<file path="config.mk">
export PLATFORM = sky130hd
export DESIGN_NAME = fu_complete_buffer
export DESIGN_NICKNAME = d
export VERILOG_FILES = /design/src/rtl/fu_complete_buffer_pkg.sv /design/src/rtl/fu_complete_buffer_compact.sv /design/src/rtl/fu_complete_buffer.sv
export SDC_FILE = /design/constraint.sdc
export NUM_CORES = 1
export LEC_CHECK = 0
export CORE_ASPECT_RATIO = 1.4
export CORE_MARGIN = 2
export CORE_UTILIZATION = 37
export CTS_CLUSTER_SIZE = 30
export DETAILED_ROUTE_END_ITERATION = 7
export PLACE_DENSITY_LB_ADDON = 0.15
export REMOVE_ABC_BUFFERS = 1
export SLEW_MARGIN = 20
export SYNTH_ARGS = -nofsm -noshare
export SYNTH_HDL_FRONTEND = slang
export SYNTH_SLANG_ARGS = --single-unit
</file>
<file path="constraint.sdc">
create_clock -name clock -period 10.5 [get_ports clock]
set_clock_uncertainty 0.1 [all_clocks]
set_input_delay 2.1 -clock clock [delete_from_list [all_inputs] [get_ports clock]]
set_output_delay 2.1 -clock clock [all_outputs]
set_load 0.005 [all_outputs]
</file>
<file path="src/rtl/fu_complete_buffer_pkg.sv">
// Shared types, sizes and helpers for the FU completion buffer and the CDB.
package fu_complete_buffer_pkg;

  localparam int unsigned NUM_ROB   = 32;
  localparam int unsigned NUM_PR    = 64;
  localparam int unsigned NUM_FU    = 4;

  localparam int unsigned ROB_W     = $clog2(NUM_ROB);
  localparam int unsigned PR_W      = $clog2(NUM_PR);
  localparam int unsigned AR_W      = 5;
  localparam int unsigned DATA_W    = 64;
  localparam int unsigned FCB_DEPTH = 4;

  // One buffered FU result
  typedef struct packed {
    logic              valid;
    logic [PR_W-1:0]   T;
    logic [ROB_W-1:0]  ROB_idx;
    logic [AR_W-1:0]   dest_idx;
    logic [DATA_W-1:0] result;
  } FU_COMPLETE_ENTRY_t;

  // Modular ROB distance from base to idx; wraps at NUM_ROB
  function automatic logic [ROB_W-1:0] rob_dist(input logic [ROB_W-1:0] idx,
                                                input logic [ROB_W-1:0] base);
    return idx - base;
  endfunction

endpackage

</file>
<file path="src/rtl/fu_complete_buffer_compact.sv">
// Collapses kept entries toward slot 0, preserving their relative order.
module fu_complete_buffer_compact
  import fu_complete_buffer_pkg::*;
#(
  parameter int unsigned DEPTH = FCB_DEPTH,
  localparam int unsigned CNT_W = $clog2(DEPTH + 1),
  localparam int unsigned IDX_W = $clog2(DEPTH)
) (
  input  logic [DEPTH-1:0]   i_keep,
  input  FU_COMPLETE_ENTRY_t i_entries [DEPTH],
  output FU_COMPLETE_ENTRY_t o_entries [DEPTH],
  output logic [CNT_W-1:0]   o_count
);

  // Walk slots in order, placing each kept entry at the next free output slot
  always_comb begin
    logic [CNT_W-1:0] n;
    n = '0;
    for (int unsigned i = 0; i < DEPTH; i++) begin
      o_entries[i] = '0;
    end
    for (int unsigned i = 0; i < DEPTH; i++) begin
      if (i_keep[i]) begin
        o_entries[n[IDX_W-1:0]] = i_entries[i];
        n = n + 1'b1;
      end
    end
    o_count = n;
  end

endmodule

</file>
<file path="src/rtl/fu_complete_buffer.sv">
// Per-FU completion queue feeding one CDB slot; squashes on rollback.
module fu_complete_buffer
  import fu_complete_buffer_pkg::*;
#(
  parameter int unsigned DEPTH = FCB_DEPTH,
  localparam int unsigned CNT_W = $clog2(DEPTH + 1),
  localparam int unsigned IDX_W = $clog2(DEPTH)
) (
  input  logic              clock,
  input  logic              reset,
  input  logic              fu_valid,
  input  logic [PR_W-1:0]   fu_T_idx,
  input  logic [ROB_W-1:0]  fu_ROB_idx,
  input  logic [AR_W-1:0]   fu_dest_idx,
  input  logic [DATA_W-1:0] fu_result,
  output logic              fu_ready,
  input  logic              cdb_free,
  output logic              FU_done,
  output logic [PR_W-1:0]   T_idx,
  output logic [ROB_W-1:0]  ROB_idx,
  output logic [AR_W-1:0]   dest_idx,
  output logic [DATA_W-1:0] FU_result,
  input  logic              rollback_en,
  input  logic [ROB_W-1:0]  ROB_rollback_idx,
  input  logic [ROB_W-1:0]  diff_ROB,
  output logic [CNT_W-1:0]  count
);

  FU_COMPLETE_ENTRY_t r_slots   [DEPTH];
  FU_COMPLETE_ENTRY_t w_compact [DEPTH];
  FU_COMPLETE_ENTRY_t w_next    [DEPTH];
  FU_COMPLETE_ENTRY_t w_in;
  logic [CNT_W-1:0]   r_count;
  logic [CNT_W-1:0]   w_surv;
  logic [CNT_W-1:0]   w_count_next;
  logic [DEPTH-1:0]   w_valid;
  logic [DEPTH-1:0]   w_squash;
  logic [DEPTH-1:0]   w_keep;
  logic               w_squash_in;
  logic               w_pop;
  logic               w_push;

  // Per-slot squash and survivor mask; head is dropped when popped
  always_comb begin
    for (int unsigned i = 0; i < DEPTH; i++) begin
      w_valid[i]  = r_slots[i].valid;
      w_squash[i] = rollback_en &&
                    (diff_ROB >= rob_dist(r_slots[i].ROB_idx, ROB_rollback_idx));
      w_keep[i]   = w_valid[i] && !w_squash[i] && !((i == 0) && w_pop);
    end
  end

  // Head offer is independent of cdb_free; transfer needs both
  always_comb begin
    FU_done = r_slots[0].valid && !w_squash[0];
    w_pop   = FU_done && cdb_free;
  end

  // Incoming result packaging and acceptance
  always_comb begin
    w_in.valid    = 1'b1;
    w_in.T        = fu_T_idx;
    w_in.ROB_idx  = fu_ROB_idx;
    w_in.dest_idx = fu_dest_idx;
    w_in.result   = fu_result;
    w_squash_in   = rollback_en &&
                    (diff_ROB >= rob_dist(fu_ROB_idx, ROB_rollback_idx));
    w_push        = fu_valid && fu_ready && !w_squash_in;
  end

  fu_complete_buffer_compact #(
    .DEPTH (DEPTH)
  ) u_compact (
    .i_keep    (w_keep),
    .i_entries (r_slots),
    .o_entries (w_compact),
    .o_count   (w_surv)
  );

  // Append the accepted push right after the compacted survivors
  always_comb begin
    for (int unsigned i = 0; i < DEPTH; i++) begin
      w_next[i] = w_compact[i];
    end
    if (w_push && (w_surv < CNT_W'(DEPTH))) begin
      w_next[w_surv[IDX_W-1:0]] = w_in;
    end
    w_count_next = w_surv + CNT_W'(w_push);
  end

  // Queue state and occupancy registers
  always_ff @(posedge clock or posedge reset) begin
    if (reset) begin
      for (int unsigned i = 0; i < DEPTH; i++) begin
        r_slots[i] <= '0;
      end
      r_count <= '0;
    end else begin
      for (int unsigned i = 0; i < DEPTH; i++) begin
        r_slots[i] <= w_next[i];
      end
      r_count <= w_count_next;
    end
  end

  assign fu_ready  = (r_count < CNT_W'(DEPTH));
  assign count     = r_count;
  assign T_idx     = r_slots[0].T;
  assign ROB_idx   = r_slots[0].ROB_idx;
  assign dest_idx  = r_slots[0].dest_idx;
  assign FU_result = r_slots[0].result;

  a_count_bound : assert property (@(posedge clock) disable iff (reset)
    r_count <= CNT_W'(DEPTH));

  a_contiguous : assert property (@(posedge clock) disable iff (reset)
    ((w_valid + DEPTH'(1)) & w_valid) == '0);

  a_fu_protocol : assert property (@(posedge clock) disable iff (reset)
    !(fu_valid && !fu_ready));

endmodule

</file>
## Yosys cells after proc, flatten, opt, wreduce, memory -nomap -nowiden

Index checks and enable logic that the tools add are counted.

- Flip-flop bits (word level): 327
- Logic and storage cells: 94
- Output and inout port bits: 85
- Bits of input ports: 95

- Bitwise logic cells: 4
- $lt $le $gt $ge: 15
- Reductions and logical operators: 24
- Add/sub/neg operators: 9
- Multiplexer cells: 21

Operators by type and width:

| kind | count |
|---|---|
| $bwmux 324 | 4 |
| $mux 324 | 4 |
| $demux 81 s2 | 4 |
| $mux 81 | 5 |
| $ge 5x5->1 | 5 |
| $sub 5x5->5 | 5 |
| $logic_and 1x1->1 | 18 |
| $ge 3x3->1 const B | 4 |
| $lt 3x1->1 const B | 4 |
| $mux 3 | 3 |
| $not 2->3 | 3 |
| $add 3x1->3 const B | 2 |
| $logic_not 1->1 | 6 |
| $lt 3x3->1 const B | 2 |
| $add 3x1->3 | 1 |
| $not 1->3 | 1 |
| $add 1x1->2 const B | 1 |
| $mux 1 | 1 |

## Logic depth before layout (Yosys ltp)

Gate-level depths: netlist of the first run.

- Depth after elaboration: 22
- Mapped depth: 25
- Gate-level depth less buffers: 22

## Hierarchy

Synthesis of the first run repeated with hierarchy kept, for this count alone.

- Cell total of the unflattened synthesis: 2020
- Area total of the unflattened synthesis: 22544.1 sq um

By module, submodules not included:

| module | cells each | area an instance (sq um) | sequential area each (sq um) | times used |
|---|---|---|---|---|
| fu_complete_buffer | 941 | 14495.2 | 8182.8 | 1 |
| fu_complete_buffer_compact | 1079 | 8049.0 | 0.0 | 1 |

## Worst setup path after synthesis of the first run

Ideal clock, no wire load.

- Path kind: input to register
- Start point: input port ROB_rollback_idx[0]
- End point: register r_slots[152] in the netlist's numbering
- Path buffers: 4
- Cell stages on the path: 21
- Arrival time: 6.458 ns
- Slack: 3.817 ns
- Path through: ha_1 > fa_1 > inv_1 > a21o_1 > a21oi_1 > xnor2_1 > ha_1 > a21o_1 > a211o_1 > a21oi_1 > inv_2 > ha_1 > clkbuf_1 > clkbuf_1 > xnor2_1 > ha_1 > mux2i_2 > o2111a_1 > buf_2 > buf_4 > mux2_2

RTL lines:

| element | line | RTL |
|---|---|---|
| start, declared | fu_complete_buffer.sv:24 | `input logic [ROB_W-1:0] ROB_rollback_idx,` |
| end signal, assigned by index | fu_complete_buffer.sv:100 | `r_slots[i] <= w_next[i];` |
| end, declared | fu_complete_buffer.sv:29 | `FU_COMPLETE_ENTRY_t r_slots [DEPTH];` |

==> reports/results.ini, run 1 <==
[floorplan]
die_x_um = 201
dieArea_um2 = 56000
initial_core_util = 0.376
rows = 100
chipHeight_um = 279
core_area_um2 = 53300
pin_count = 180

[pwr]
comb_power_share = 0.369
p_seq_frac = 0.359
cell_internal_pwr_w = 0.00292
power_frac_clock = 0.272
swShare = 0.378
p_sw_w = 0.00178
leakagePower_nw = 10.7
vdd_drop_max_v = 0.000128
p_per_area_nw_per_um2 = 205

[setup_path]
path_class = in2reg
critPathMaxFanout = 60
crit_required_ns = 10.81
cp-start-kind = input port
end_kind = register
crit_arrival_ns = 8.61

[layout]
layout_commonest_cell = dfrtp_1
fin_nets = 2152
n_fill_cell = 5150
final_cell_mix = 326 x dfrtp_1, 251 x a21oi_1, 218 x mux2_2
area_growth_pct = 14.4
drive_gt1_frac = 0.168

[synth]
yosysSeqAreaShare = 0.409
synth_edf_count = 0
synthArstFlopShare = 1.00
synthCells = 2022
ys_seq_elements = 327
ys_types = 57
syn_area_um2 = 20000
ys.flop_type = dfrtp_1
synth_warnings = 0
syn_avg_cell_area_um2 = 9.91

[timing]
finalCritPeriodShare = 0.790
rsz0062_at_grt = no
setup_violations = 0
worst_slew_pin_slew_ns = 1.09
finalSetupTns_ns = 0
period_minus_slack_ns = 8.30
maxSlewViolCount = 0
layout_setup_ws_ns = 2.20
fmax_ghz = 0.121
final_hold_viol_count = 0
max_slew_margin = 0.273

[clock_network]
clock_sinks = 327
cts-resized-gates = 0
cts_hold_buffers = 0
postCtsSetupBuffers = 0
cts_tree = done
htreeDepth = 2
root_buffer = clkbuf_16
clkTransAtPathRegs_ns = 0.06
clock_path_buffers = 3
insertion_delay_ns = 0.54
cts_inserted_buffers = 35

[drt]
drc = 0
via_per_inst = 6.10
drt_first_pass_iters = 5
first_iter_violations = 1475
route.antenna.remaining_nets = 0
vias = 16700
wl_per_cell_um = 25.2
routed_wl_mm = 69.1

[global_routing]
grt_pass1_wl_mm = 106
globalRouteTotalUtil = 0.240
grt_pass1_vias = 17200
overflow = 0
grt_max_degree = 158
grt_antenna_before_repair = 3

[place]
gp_congestion = 0.817
dpl.hpwl_mm = 37.6
io_buffers = 179
preCtsSetupSlack_ns = 1.67

[run]
cap_violations = 0

[outcome]
status = completed

[min_path]
hp-class = reg2reg

## path summary, 6_finish.rpt
check,endpoint,cells after the start,slack (ns),start
max reg2reg,FU_result[53],23,3.88,ROB_idx[0]
min in group asynchronous,FU_result[24],2,1.95,reset
min reg2reg,r_slots[12],1,0.48,r_slots[12]
min,r_slots[12],1,0.48,r_slots[12]
max,FU_result[53],23,2.20,ROB_rollback_idx[0]
max in group asynchronous,FU_result[58],3,6.76,reset
## state kept, by name, indices dropped and copies added, names as in the netlist
name / flops
r_slots: 244
FU_result: 64
T_idx: 6
ROB_idx: 5
dest_idx: 5
count: 3
## cells in the mapped netlist (all sizes together), types with 2 or more instances
cell    instances  area, um^2
a21o           12        90.1
buf           133         936
xnor2          12         105
a221o          80         801
o31ai           4        35.0
and2            3        18.8
dfrtp         327        8180
mux2          239        2690
o2111a          2        22.5
nor2          166         623
nor3            6        46.3
nand3           8        40.0
nand2b          2        12.5
fa              5         100
nand2          94         353
a211oi          4        40.0
a31oi           3        18.8
ha             50         626
a21boi          3        22.5
a22o          157        1380
and3           82         513
o21ai          85         433
a22oi           3        22.5
a21oi         253        1280
nor2b           5        31.3
xor2           13         114
clkbuf        142         533
inv            35         131
a32oi          77         674
mux2i           3        33.8
## worst max-delay path: stages
cell             delay (ns)
clkdlybuf4s50_1        0.52
ha_1                   0.27
fa_1                   0.41
inv_1                  0.07
a21o_1                 0.12
a21oi_1                0.07
xnor2_1                0.17
ha_1                   0.26
a21o_1                 0.17
a211o_1                0.32
a21oi_4                0.11
buf_4                  0.45
inv_2                  0.20
ha_4                   0.21
o211a_1                0.16
o21ai_4                0.37
o21ai_2                0.21
inv_1                  0.11
ha_1                   0.16
mux2_2                 0.23
o2111a_4               0.97
buf_4                  0.51
mux2_2                 0.39
## cell type report
type,instances,area (um^2),area share
multi-input combinational,1385,10400,0.453
sequential,327,8190,0.357
timing repair buffer,218,2150,0.0940
clock buffer,49,1040,0.0454
tap,714,893,0.0390
inverter,35,139,0.00606
clock inverter,12,118,0.00513
antenna,1,2.50,0.000109
## per-layer routing
layer | GRT usage | wire (um) | share of wire | vias up
met5 | 0 | 25 | 0.00036 | -
met4 | 0.0790 | 1920 | 0.028 | 4
met3 | 0.0307 | 3920 | 0.057 | 111
met2 | 0.409 | 33500 | 0.49 | 629
met1 | 0.317 | 29700 | 0.43 | 8600
li1 | - | - | - | 7387
## power groups by stage
stage	clock network [W]	registers, W	logic [W]
after floorplan	0	0.00165	0.000852
after global placement	0	0.00171	0.00171
after detailed placement	0	0.00171	0.00173
after CTS	0.00131	0.00169	0.00174
after global routing	0.00136	0.00171	0.00185
final	0.00128	0.00169	0.00173
## logic make-up after synthesis
family / synth area share
flip-flops: 0.409
multiplexers: 0.136
adder cells (fa/ha/maj): 0.0362
AO/OA/AOI/OAI: 0.244
buffers and inverters: 0.0799
AND/OR/NAND/NOR: 0.0840
XOR/XNOR: 0.0109
## metrics by stage
step                utilization  area, um^2  instances  power, W  hold slack (ns)
floorplan                     -       18600       1747   0.00250            0.427
global placement          0.408       21700       2677   0.00342            0.448
detailed placement        0.408       21800       2679   0.00344            0.458
CTS                       0.430       22900       2740   0.00474            0.472
global route              0.430       22900       2741   0.00492            0.498
finish                    0.430       22900       2741   0.00470            0.482
Note: power is estimated with default switching activity, not from simulation.
==> run 2, diff against run 1 <==
==> constraint.sdc (replaced) <==
create_clock -name clock -period 8.4 [get_ports clock]
set_clock_uncertainty 0.1 [all_clocks]
set_input_delay 1.68 -clock clock [delete_from_list [all_inputs] [get_ports clock]]
set_output_delay 1.68 -clock clock [all_outputs]
set_load 0.005 [all_outputs]
==> run 2 against run 1 <==
Against the previous run: largest power group unchanged; sequential share of layout area decreased by 0.19 points; sequential power increased by 25%; register-to-register slack got worse by 1.1 ns; design area increased by 0.54%.
==> reports/results.ini, run 2 (synthesis results as in run 1) <==
[outcome]
status = completed

[timing]
finalCritPeriodShare = 0.830
worst_slew_pin_slew_ns = 1.07  ; -0.0205 ns
period_minus_slack_ns = 6.97
max_slew_margin = 0.286  ; +0.0137
finalSetupTns_ns = 0  ; unchanged
setup_violations = 0  ; unchanged
fmax_ghz = 0.144
holdWs_ns = 0.480  ; -0.00213 ns
layout_setup_ws_ns = 1.43  ; -0.771 ns
rsz0062_at_grt = no
maxSlewViolCount = 0  ; unchanged
final_hold_viol_count = 0  ; unchanged

[drt]
routed_wl_mm = 71.5  ; +3.5%
via_per_inst = 6.19  ; +1.4%
first_iter_violations = 1486  ; +0.75%
wl_per_cell_um = 26.1  ; +3.5%
drt_first_pass_iters = 5  ; unchanged
vias = 17000  ; +1.4%
drc = 0  ; unchanged
route.antenna.remaining_nets = 0  ; unchanged

[setup_path]
critPathLaunch = ROB_rollback_idx[0]
end_kind = register
crit_required_ns = 8.71  ; -2.10 ns
crit_arrival_ns = 7.28  ; -1.33 ns
critPathMaxFanout = 44  ; -27%
reg2reg_from = r_slots[231]
cp-start-kind = input port
path_class = in2reg

[layout]
area_growth_pct = 15.0
fin_nets = 2151  ; -0.046%
layout_commonest_cell = dfrtp_1
final_cell_mix = 326 x dfrtp_1, 251 x a21oi_1, 218 x mux2_2
top_register = r_slots
largest_reg_flops = 244  ; unchanged
fin_util = 0.432  ; +0.00232
drive_gt1_frac = 0.168  ; -0.000494
fin_area_um2 = 23000  ; +0.54%

[global_routing]
grt_max_degree = 151  ; -4.4%
grt_antenna_before_repair = 6  ; +3
grt_pass1_vias = 17000  ; -1.1%
overflow = 0  ; unchanged
globalRouteTotalUtil = 0.247  ; +0.00652
grt_pass1_wl_mm = 108  ; +1.7%

[pwr]
swShare = 0.379  ; +0.000978
comb_power_share = 0.370  ; about the same
cell_internal_pwr_w = 0.00374  ; +28%
power_frac_clock = 0.279  ; +0.007
vdd_drop_max_v = 0.000280  ; +120%
leakagePower_nw = 10.7  ; +0.49%
p_per_area_nw_per_um2 = 261  ; +27%
p_seq_frac = 0.351  ; -0.008
p_sw_w = 0.00228  ; +28%

[floorplan]
chipHeight_um = 279  ; unchanged
pin_count = 180  ; unchanged
initial_core_util = 0.376  ; unchanged
dieArea_um2 = 56000  ; unchanged
die_x_um = 201  ; unchanged
rows = 100  ; unchanged
core_area_um2 = 53300  ; unchanged

[place]
dpl.hpwl_mm = 38.4  ; +2.0%
preCtsSetupSlack_ns = 0.923  ; -0.749 ns
gp_congestion = 0.783  ; -4.1%
postPlaceCellArea_um2 = 21800  ; +0.28%
io_buffers = 179  ; unchanged

[clock_network]
clock_sinks = 327  ; unchanged
root_buffer = clkbuf_16
clkTransAtPathRegs_ns = 0.06  ; about the same
postCtsSetupBuffers = 0  ; unchanged
cts_inserted_buffers = 35  ; unchanged
cts-resized-gates = 0  ; unchanged
clock_path_buffers = 3  ; unchanged
htreeDepth = 2  ; unchanged
cts_hold_buffers = 0  ; unchanged
cts_tree = done
insertion_delay_ns = 0.53  ; about the same

[run]
cap_violations = 0  ; unchanged

[min_path]
hp-class = reg2reg
hp-start = r_slots[75]

==> run 2: path summary, 6_finish.rpt <==
path | slack, ns | depth (start not counted) | to
setup / recovery | 1.43 | 19 | FU_result[49]
min in group asynchronous | 1.53 | 2 | FU_result[24]
max in group asynchronous | 5.32 | 3 | FU_result[32]
setup reg to reg | 2.76 | 19 | FU_result[49]
hold / removal | 0.48 | 1 | r_slots[75]
hold reg to reg | 0.48 | 1 | r_slots[75]
==> run 2: final cells by class <==
type                    count  area, um^2
fillers                  5103       30300
multi-input cells        1385       10400
flip-flops and latches    327        8190
repair buffers            217        2210
clock buffers              54        1100
well taps                 714         893
inverters                  35         139
clock inverters             8         123
diodes                      1        2.50
==> run 2: through the flow <==
| stage | total power, W | cells |
|---|---|---|
| finish | 0.00602 | 2741 |
| global route | 0.00626 | 2741 |
| floorplan | 0.00313 | 1747 |
| detailed placement | 0.00435 | 2678 |
| global placement | 0.00432 | 2678 |
| CTS | 0.00605 | 2740 |
==> run 2: power by group through the flow <==
stage          combinational, W  sequential [W]  clock [W]
6_report                0.00223         0.00211    0.00168
5_1_grt                 0.00235         0.00214    0.00177
4_1_cts                 0.00222         0.00211    0.00171
3_5_place_dp            0.00222         0.00214          0
3_3_place_gp            0.00219         0.00214          0
2_1_floorplan           0.00106         0.00207          0
==> run 2: worst max-delay path, cell delays in order <==
cell	delay, ns
clkdlybuf4s50_1	0.52
ha_1	0.28
fa_1	0.40
inv_1	0.07
a21o_1	0.10
a21oi_1	0.07
xnor2_1	0.13
ha_1	0.30
nand3_1	0.09
nand2_1	0.06
a41oi_1	0.32
nand2_1	0.29
ha_4	0.61
xnor2_1	0.18
ha_1	0.33
mux2_2	0.22
o2111a_4	0.83
buf_4	0.39
mux2_2	0.36
==> run 2: routing by layer <==
metal  vias to the layer above  global-route usage  part of all wire
li1                       7390                   -                 -
met3                       132              0.0328             0.062
met4                         8              0.0868             0.025
met1                      8687               0.325              0.42
met2                       740               0.417              0.49
met5                         -                   0           0.00070
==> RTL edit (settings of run 2) <==
`DATA_W`: 64 -> 56.
--- a/src/rtl/fu_complete_buffer_pkg.sv
+++ b/src/rtl/fu_complete_buffer_pkg.sv
@@ -9,5 +9,5 @@
   localparam int unsigned PR_W      = $clog2(NUM_PR);
   localparam int unsigned AR_W      = 5;
-  localparam int unsigned DATA_W    = 64;
+  localparam int unsigned DATA_W    = 56;
   localparam int unsigned FCB_DEPTH = 4;
 
Interface: changed (resized FU_result and fu_result); port bits go from 180 to 164. The function was not compared with the original's and may differ.
==> RTL edit against run 2 <==
  * Area after synthesis is 3.7% lower
  * First-iteration DRC count is 5.9% lower
  * Cell count is 2.1% higher
  * Sequential cell count is 32 lower
  * Worst setup slack worse by 0.21 ns
  * Non-clock buffer count is 19 lower
  * Critical path depth is 3 higher
  * Design area is 5.1% lower
  * Combinational power is 30% lower
  * Total power is 19% lower
  * Worst hold slack better by 0.034 ns
  * Synthesized cell count is 5.2% higher
  * Count of clock-buffer cells in the layout is 5 lower
  * Routed wire length is 7.2% lower
  * Critical endpoint is now T_idx[4]$_DFF_PP0_
  * Largest cell class unchanged
==> RTL edit: results <==
[finish]
fill_cells = 5094
drive_gt1_share_pct = 13.40
final_nets = 2262
top_register = r_slots
diodes = 0
largest_register_ffs = 220

[placed_design]
place_hpwl_um = 36040
placed_area_sq_mm = 0.02075
io_buffer_count = 163
pre_cts_ws_ns = 0.6854
gp_congestion = 0.7788

[setup_path]
path_max_fanout = 24
arrival_ns = 7.49
reg2reg_depth = 22

[drt]
wl_per_cell_um = 23.71
drt_iter0_markers = 1398
dr.pass1.iters = 5
viasPerCell = 5.813

[cts]
cts_max_path_buffers = 3
cts_resized = 0
cts_max_level = 2
post_cts_buffers = 0
path_clk_slew_ns = 0.07
insertion_delay_ns = 0.53
cts-root-buf = clkbuf_16
cts_made_buffers = 34

[grt]
grt_max_degree = 161
antenna_found_initial = 0
globalRouteTotalUtil_pct = 24.48
grt_pass1_vias = 16540
grt_pass1_wl_um = 102200

[yosys]
yosys_warnings = 0
yosys-top-cells-count = nand2_1 (367), dfrtp_1 (295), nand3_1 (291), a21oi_1 (164), clkbuf_1 (119)
netlist_top_cells_area = dfrtp_1 (38%), nand3_1 (7.6%), nand2_1 (7.1%)
synthArstFlopShare_pct = 100.0
ys_seq_area_share_pct = 38.28
ys_types = 52

[hold_path]
hp-class = flip-flop to flip-flop
holdPathStages = 2

[outcome]
status = finished, final reports clean

[power]
peakVddDrop_v = 0.0001310
p_leak_uw = 0.01109
switchingPower_uw = 1629

[sta]
tightest_slew_ns = 1.176
RTL edit: cells by family after synthesis:
family	share of synthesized area [%]
AND/OR/NAND/NOR	17.10
AO/OA/AOI/OAI	13.04
flip-flops	38.28
multiplexers	18.19
buffers and inverters	8.318
adder cells (fa/ha/maj)	3.893
XOR/XNOR	1.174
RTL edit: worst paths after layout:
| path | start | endpoint | slack [ns] |
|---|---|---|---|
| worst max register to register | ROB_idx[0]$_DFF_PP0_ | T_idx[4]$_DFF_PP0_ | 2.52 |
| worst min-delay path | r_slots[61]$_DFF_PP0_ | ROB_idx[0]$_DFF_PP0_ | 0.51 |
| max in group asynchronous | reset | count[2]$_DFF_PP0_ | 5.19 |
| worst max-delay path | ROB_rollback_idx[0] | T_idx[4]$_DFF_PP0_ | 1.22 |
| worst min register to register | r_slots[61]$_DFF_PP0_ | ROB_idx[0]$_DFF_PP0_ | 0.51 |
| min in group asynchronous | reset | FU_result[4]$_DFF_PP0_ | 1.54 |
RTL edit: layout make-up:
cell class	instances	share of cell area [%]
multi-input combinational	1552	47.59
sequential	295	33.75
timing repair buffer	198	9.211
clock buffer	49	4.474
tap	656	3.753
inverter	37	0.6751
clock inverter	11	0.5378
RTL edit: per-layer routing:
metal  wire (um)  vias up  global-route usage, %
li1            -     7329                      -
met1       28290     8241                  31.98
met2       33060      573                  42.46
met3        2979      121                  2.079
met4        2022        0                  8.567
met5           0        -                      0
RTL edit: power groups by stage:
stage / sequential (uW) / combinational (uW) / clock (uW)
floorplan: 1780 / 822 / 0
global placement: 1840 / 1540 / 0
detailed placement: 1840 / 1560 / 0
CTS: 1820 / 1560 / 1550
global route: 1840 / 1680 / 1600
finish: 1810 / 1560 / 1510
RTL edit: critical path: stages:
cell and delay, ns:
clkdlybuf4s50_1 0.52, ha_1 0.28, fa_1 0.41, inv_1 0.07, a21o_1 0.11, a21oi_1 0.07
xnor2_1 0.13, ha_1 0.30, a21o_1 0.17, nand2_1 0.10, o211a_4 0.42, clkinv_2 0.11
ha_1 0.22, and3b_1 0.19, a41o_1 0.25, a21o_4 0.21, nor2_1 0.20, ha_1 0.34
nor3_1 0.16, o21ai_4 0.64, buf_4 0.51, mux2_2 0.40
RTL edit: metrics by stage:
stage                     utilization (%)  power (uW)   TNS, ns  instances  hold slack, ns
after floorplan                         -        2606  -1551.65       1884          0.4512
after global placement              40.07        3385         0       2737          0.4890
final                               42.24        4883         0       2798          0.5141
after global routing                42.24        5123         0       2798          0.5599
after detailed placement            40.07        3399         0       2737          0.4903
after CTS                           42.19        4931         0       2797          0.5160
